<file path="config.mk">
export PLATFORM = sky130hd
export DESIGN_NAME = m_if_arb
export DESIGN_NICKNAME = d
export VERILOG_FILES = /design/src/rtl/m_if_pkg.sv /design/src/rtl/m_if_arb_pick.sv /design/src/rtl/m_if_arb.sv
export SDC_FILE = /design/constraint.sdc
export NUM_CORES = 1
export LEC_CHECK = 0
export BUFFER_PORTS_ARGS = -buffer_cell sky130_fd_sc_hd__buf_2
export CORE_MARGIN = 2
export CORE_UTILIZATION = 42
export CTS_CLUSTER_DIAMETER = 80
export CTS_CLUSTER_SIZE = 24
export DETAILED_ROUTE_END_ITERATION = 6
export PLACE_DENSITY = 0.84
export SYNTH_ARGS = -nofsm -noshare
export SYNTH_HDL_FRONTEND = slang
export SYNTH_SLANG_ARGS = --single-unit
</file>
<file path="constraint.sdc">
create_clock -name clk_i -period 1.5 [get_ports clk_i]
set_input_delay 0.225 -clock clk_i [delete_from_list [all_inputs] [get_ports clk_i]]
set_output_delay 0.225 -clock clk_i [all_outputs]
set_load 0.05 [all_outputs]
</file>
<file path="src/rtl/m_if_pkg.sv">
// Shared types and constants for the three-requester arbiter.
package m_if_pkg;

  localparam int unsigned N_REQ = 3;

  localparam logic MODE_FIXED = 1'b0;
  localparam logic MODE_RR    = 1'b1;

  // sel value reported while nobody owns the datapath
  localparam logic [1:0] SEL_NONE = 2'd3;

  typedef enum logic {
    StIdle,
    StGrant
  } state_e;

  // Grant index to one-hot grant vector
  function automatic logic [N_REQ-1:0] idx2onehot(input logic [1:0] idx);
    logic [N_REQ-1:0] oh;
    oh = '0;
    oh[idx] = 1'b1;
    return oh;
  endfunction

endpackage

</file>
<file path="src/rtl/m_if_arb_pick.sv">
// Combinational winner pick over a candidate request vector.
module m_if_arb_pick
  import m_if_pkg::*;
(
  input  logic [N_REQ-1:0] cand_i,
  input  logic             mode_i,
  input  logic [1:0]       last_i,
  output logic [1:0]       winner_o,
  output logic             found_o
);

  // Fixed: lowest index wins. Round robin: scan last+1, last+2, last+3 (mod 3).
  always_comb begin
    winner_o = 2'd0;
    found_o  = |cand_i;
    if (mode_i == MODE_FIXED) begin
      if (cand_i[0])      winner_o = 2'd0;
      else if (cand_i[1]) winner_o = 2'd1;
      else if (cand_i[2]) winner_o = 2'd2;
    end else begin
      case (last_i)
        2'd0: begin
          if (cand_i[1])      winner_o = 2'd1;
          else if (cand_i[2]) winner_o = 2'd2;
          else if (cand_i[0]) winner_o = 2'd0;
        end
        2'd1: begin
          if (cand_i[2])      winner_o = 2'd2;
          else if (cand_i[0]) winner_o = 2'd0;
          else if (cand_i[1]) winner_o = 2'd1;
        end
        default: begin
          if (cand_i[0])      winner_o = 2'd0;
          else if (cand_i[1]) winner_o = 2'd1;
          else if (cand_i[2]) winner_o = 2'd2;
        end
      endcase
    end
  end

endmodule

</file>
<file path="src/rtl/m_if_arb.sv">
// Three-requester arbiter with bounded ownership and a registered shared datapath.
module m_if_arb
  import m_if_pkg::*;
#(
  parameter int unsigned DATA_W   = 8,
  parameter int unsigned MAX_HOLD = 4
) (
  input  logic              clk_i,
  input  logic              rst_n_i,
  input  logic [2:0]        req_i,
  input  logic              mode_i,
  input  logic [DATA_W-1:0] din_one_i,
  input  logic [DATA_W-1:0] din_two_i,
  input  logic [DATA_W-1:0] din_three_i,
  output logic [2:0]        gnt_o,
  output logic [1:0]        sel_o,
  output logic [DATA_W-1:0] dout_o,
  output logic              dout_vld_o
);

  localparam logic [3:0] HoldLast = 4'(MAX_HOLD - 1);

  state_e            state_q, state_d;
  logic [3:0]        hold_q, hold_d;
  logic [1:0]        last_q, last_d;
  logic [2:0]        gnt_q, gnt_d;
  logic [1:0]        sel_q, sel_d;
  logic [DATA_W-1:0] dout_q, dout_d;
  logic              vld_q, vld_d;

  logic [2:0] cand;
  logic [1:0] win;
  logic       found;
  logic       own_req;
  logic       keep;

  // Owner still requesting; gnt_q is zero in idle so this is then 0
  assign own_req = |(req_i & gnt_q);
  assign keep    = (state_q == StGrant) && own_req && (hold_q < HoldLast);
  // On release the current owner is masked so others get a turn first
  assign cand    = (state_q == StIdle) ? req_i : (req_i & ~gnt_q);

  m_if_arb_pick u_pick (
    .cand_i   (cand),
    .mode_i   (mode_i),
    .last_i   (last_q),
    .winner_o (win),
    .found_o  (found)
  );

  // Next-state: hold, re-arbitrate without bubble, regrant sole requester, or go idle
  always_comb begin
    state_d = state_q;
    hold_d  = hold_q;
    last_d  = last_q;
    gnt_d   = gnt_q;
    sel_d   = sel_q;
    case (state_q)
      StIdle: begin
        if (found) begin
          state_d = StGrant;
          gnt_d   = idx2onehot(win);
          sel_d   = win;
          hold_d  = '0;
          last_d  = win;
        end
      end
      StGrant: begin
        if (keep) begin
          hold_d = hold_q + 4'd1;
        end else if (found) begin
          gnt_d  = idx2onehot(win);
          sel_d  = win;
          hold_d = '0;
          last_d = win;
        end else if (own_req) begin
          hold_d = '0;
        end else begin
          state_d = StIdle;
          gnt_d   = '0;
          sel_d   = SEL_NONE;
          hold_d  = '0;
        end
      end
      default: begin
        state_d = StIdle;
        gnt_d   = '0;
        sel_d   = SEL_NONE;
        hold_d  = '0;
      end
    endcase
  end

  // Datapath: capture the source granted before this edge, so dout lags gnt by one
  always_comb begin
    dout_d = dout_q;
    vld_d  = 1'b0;
    if (gnt_q[0]) begin
      dout_d = din_one_i;
      vld_d  = 1'b1;
    end else if (gnt_q[1]) begin
      dout_d = din_two_i;
      vld_d  = 1'b1;
    end else if (gnt_q[2]) begin
      dout_d = din_three_i;
      vld_d  = 1'b1;
    end
  end

  // State registers with synchronous active-low reset
  always_ff @(posedge clk_i) begin
    if (!rst_n_i) begin
      state_q <= StIdle;
      hold_q  <= '0;
      last_q  <= 2'd2;
      gnt_q   <= '0;
      sel_q   <= SEL_NONE;
      dout_q  <= '0;
      vld_q   <= 1'b0;
    end else begin
      state_q <= state_d;
      hold_q  <= hold_d;
      last_q  <= last_d;
      gnt_q   <= gnt_d;
      sel_q   <= sel_d;
      dout_q  <= dout_d;
      vld_q   <= vld_d;
    end
  end

  assign gnt_o      = gnt_q;
  assign sel_o      = sel_q;
  assign dout_o     = dout_q;
  assign dout_vld_o = vld_q;

endmodule

</file>
==> out/metrics.yaml <==
clock_network:
  h-tree-depth: 1
  clkLatencyLatePin_ns: 0.30
  hold_buffers: 0
  clk_path_buf_depth: 2
  path_clk_slew_ns: 0.12
  cts_tree: "yes"
  cts_made_buffers: 3
  cts_sinks: 21
  ctsRootBufferMaster: "clkbuf_4"
worst_setup_path:
  critPathKind: "flip-flop to flip-flop"
  critPathLaunchType: "flip-flop"
  end_kind: "flip-flop"
  r2r_cells: 5
  cp_max_fo: 5
  crit_slowest_cell: "or4b_4"
  required_ns: 1.68
  critical_path.top_delay_family: "simple AND/OR/NAND/NOR gates"
  cp_cell_sequence: "ha_2, or4b_4, o21ai_2, a21o_1, o211ai_1"
  crit-reg2reg-launch: "hold_q[1]"
  cp.arrival_ns: 1.83
  cp.depth: 5
  cp_num_buf_inv: 0
  crit_start: "hold_q[1]"
  crit_path_max_incr_delay_ns: 0.57
detailed_routing:
  drtIter0Drc: 53
  vias: 1169
  viasPerCell: 5.36
  firstDrtPassIters: 4
  ant_nets: 0
  drc: 0
  routed_wl_um: 2850
  wl_per_cell_um: 13.1
worst_hold_path:
  hold_path_class: "input pin to flip-flop"
  hold_depth: 2
  min-delay-start: "rst_n_i"
yosys:
  async_reset_ff_share_pct: 0
  syn-num-nets: 166
  yosysTopAreaCellShare_pct: 38.2
  yosys.cell_count.top_type: "nand2_1"
  ys_ff_latch: 21
  ys_top_cells_by_area: "dfxtp_1, a21boi_0, nand2_1"
  ys_types: 34
  seq_area_frac_synth_pct: 38.2
  yosysWarnings: 0
  synth_common_cells: "nand2_1, dfxtp_1, a21boi_0"
  synth.avg_cell_area_sq_um: 8.16
  synth-main-ff-cell: "dfxtp_1"
  synth_edf_count: 0
  yosys.area.top_type: "dfxtp_1"
  syn_area_sq_um: 1100
  synthCells: 135
pwr:
  internal_power_mw: 0.907
  p_per_area_nw_per_um2: 981
  power.switching_mw: 0.565
  vdd_ir_drop_max_mv: 0.594
  pwr-share-clk_pct: 18.5
  fin_total_pwr_mw: 1.47
  p_comb_share_pct: 37.6
  p_leak_nw: 0.673
  p_seq_share_pct: 43.9
  power.share.switching_pct: 38.4
cells_and_area:
  syn_to_final_growth_pct: 36.3
  drive_above_1_share_pct: 41.0
  final_nets: 220
  num_antenna_cells: 0
  fillCellCount: 222
  final-seq-area_sq_um: 432
  multi_input_area_sq_um: 683
placed_design:
  globalplace.congestion: 0.859
  portBuffers: 43
  dp_hpwl_um: 2100
global_routing:
  overflow: 0
  antenna_found_initial: 0
  grt_max_degree: 22
  grt_pass1_wl_um: 4750
  grt_usage_pct: 18.7
  grt_pass1_vias: 1092
timing:
  skew_ns: 0.00272
  timing_hold_violations_final: 0
  setup_violations: 8
  worstMarginPinSlew_ns: 0.519
  maxSlewHeadroom_pct: 65.1
  fin_ws_ns: -0.148
  period_minus_slack_ns: 1.65
  min_period_over_period_pct: 110
  hold_ws_ns: 0.269
  max_clock_freq_ghz: 0.607
  drv_slew: 0
  rsz0062_at_grt: "yes"
status:
  violations: "negative setup slack"
  status: "finished with violations"
floorplan:
  placementRows: 18
  die_area_sq_um: 3050
  io_pins: 44
  core_region_area_sq_um: 2480
  fp.dieW_um: 55.2
  die_y_um: 55.2
  start_util_pct: 44.4
job:
  cap_violations: 0
-- area by class of cell --
type | count | area share, %
clock buffer | 3 | 1.50
sequential | 21 | 28.8
tap | 30 | 2.50
inverter | 2 | 0.500
multi-input combinational | 105 | 45.5
clock inverter | 1 | 0.334
timing repair buffer | 56 | 20.9
-- what timing repair did --
action,in CTS,in global routing
pin swaps,6,3
endpoints found under the hold margin,0,0
gates cloned,0,0
buffers inserted,1,0
setup endpoints to repair,8,9
gates resized for setup,12,1
-- through the flow --
stage	cell area (sq um)	utilization, %	std cells	setup WS, ns	setup TNS, ns
6_report	1500	60.6	218	-0.148	-0.942
5_1_grt	1500	60.6	218	-0.240	-1.62
4_1_cts	1500	60.4	218	-0.139	-0.912
3_5_place_dp	1430	57.8	213	-0.157	-0.869
3_3_place_gp	1430	57.8	213	-0.106	-0.510
2_1_floorplan	1120	-	135	-0.156	-0.718
-- state kept, by name, indices dropped and copies added (netlist names) --
register / count
hold_q: 4
gnt_o: 3
dout_o: 8
sel_o: 2
dout_vld_o: 1
state_q: 1
last_q: 2
-- power groups by stage --
stage | Clock (mW) | Sequential [mW] | Combinational [mW]
global placement | 0 | 0.655 | 0.523
global route | 0.298 | 0.653 | 0.597
floorplan | 0 | 0.810 | 0.215
detailed placement | 0 | 0.658 | 0.536
CTS | 0.277 | 0.646 | 0.552
finish | 0.272 | 0.646 | 0.553
-- logic make-up (layout without fill, tap and decap cells) --
group | after synthesis | after routing | synth area share (%)
fa+ha+maj | 1 | 1 | 1.14
compound gates | 42 | 42 | 26.5
simple gates | 54 | 54 | 23.6
flops | 21 | 21 | 38.2
mux | 8 | 8 | 7.27
buf+inv | 9 | 62 | 3.30
-- path summary, 6_finish.rpt --
kind / slack (ns) / to
worst max register to register: -0.15 / sel_o[1]
worst max-delay path: -0.15 / sel_o[1]
worst min-delay path: 0.27 / last_q[1]
worst min register to register: 0.47 / dout_o[4]
-- cell usage in the layout, fill, tap and decap left out, types with 2 or more instances in the layout --
master / netlist / routed
buf_2: 2 / 43
nand2_1: 27 / 27
dfxtp_1: 21 / 16
buf_4: 0 / 13
o21ai_0: 13 / 12
a21boi_0: 14 / 11
mux2i_1: 8 / 8
a21boi_1: 1 / 4
nor2_1: 4 / 3
a21oi_1: 3 / 3
nand3_1: 3 / 3
and3_1: 3 / 3
clkbuf_4: 0 / 3
dfxtp_2: 0 / 3
nor3_1: 3 / 2
a222oi_1: 2 / 2
nand2b_1: 2 / 2
nor2b_1: 2 / 2
o211ai_1: 2 / 2
inv_1: 2 / 2
and2_1: 2 / 2
dfxtp_4: 0 / 2
-- per-layer routing --
layer,vias up,wire [um],GRT usage [%]
met4,0,14,6.97
met3,2,236,4.92
met5,-,0,0
met1,534,1220,22.2
met2,49,1380,32.1
li1,584,-,-
No activity file was read; power rests on OpenSTA's default activity.
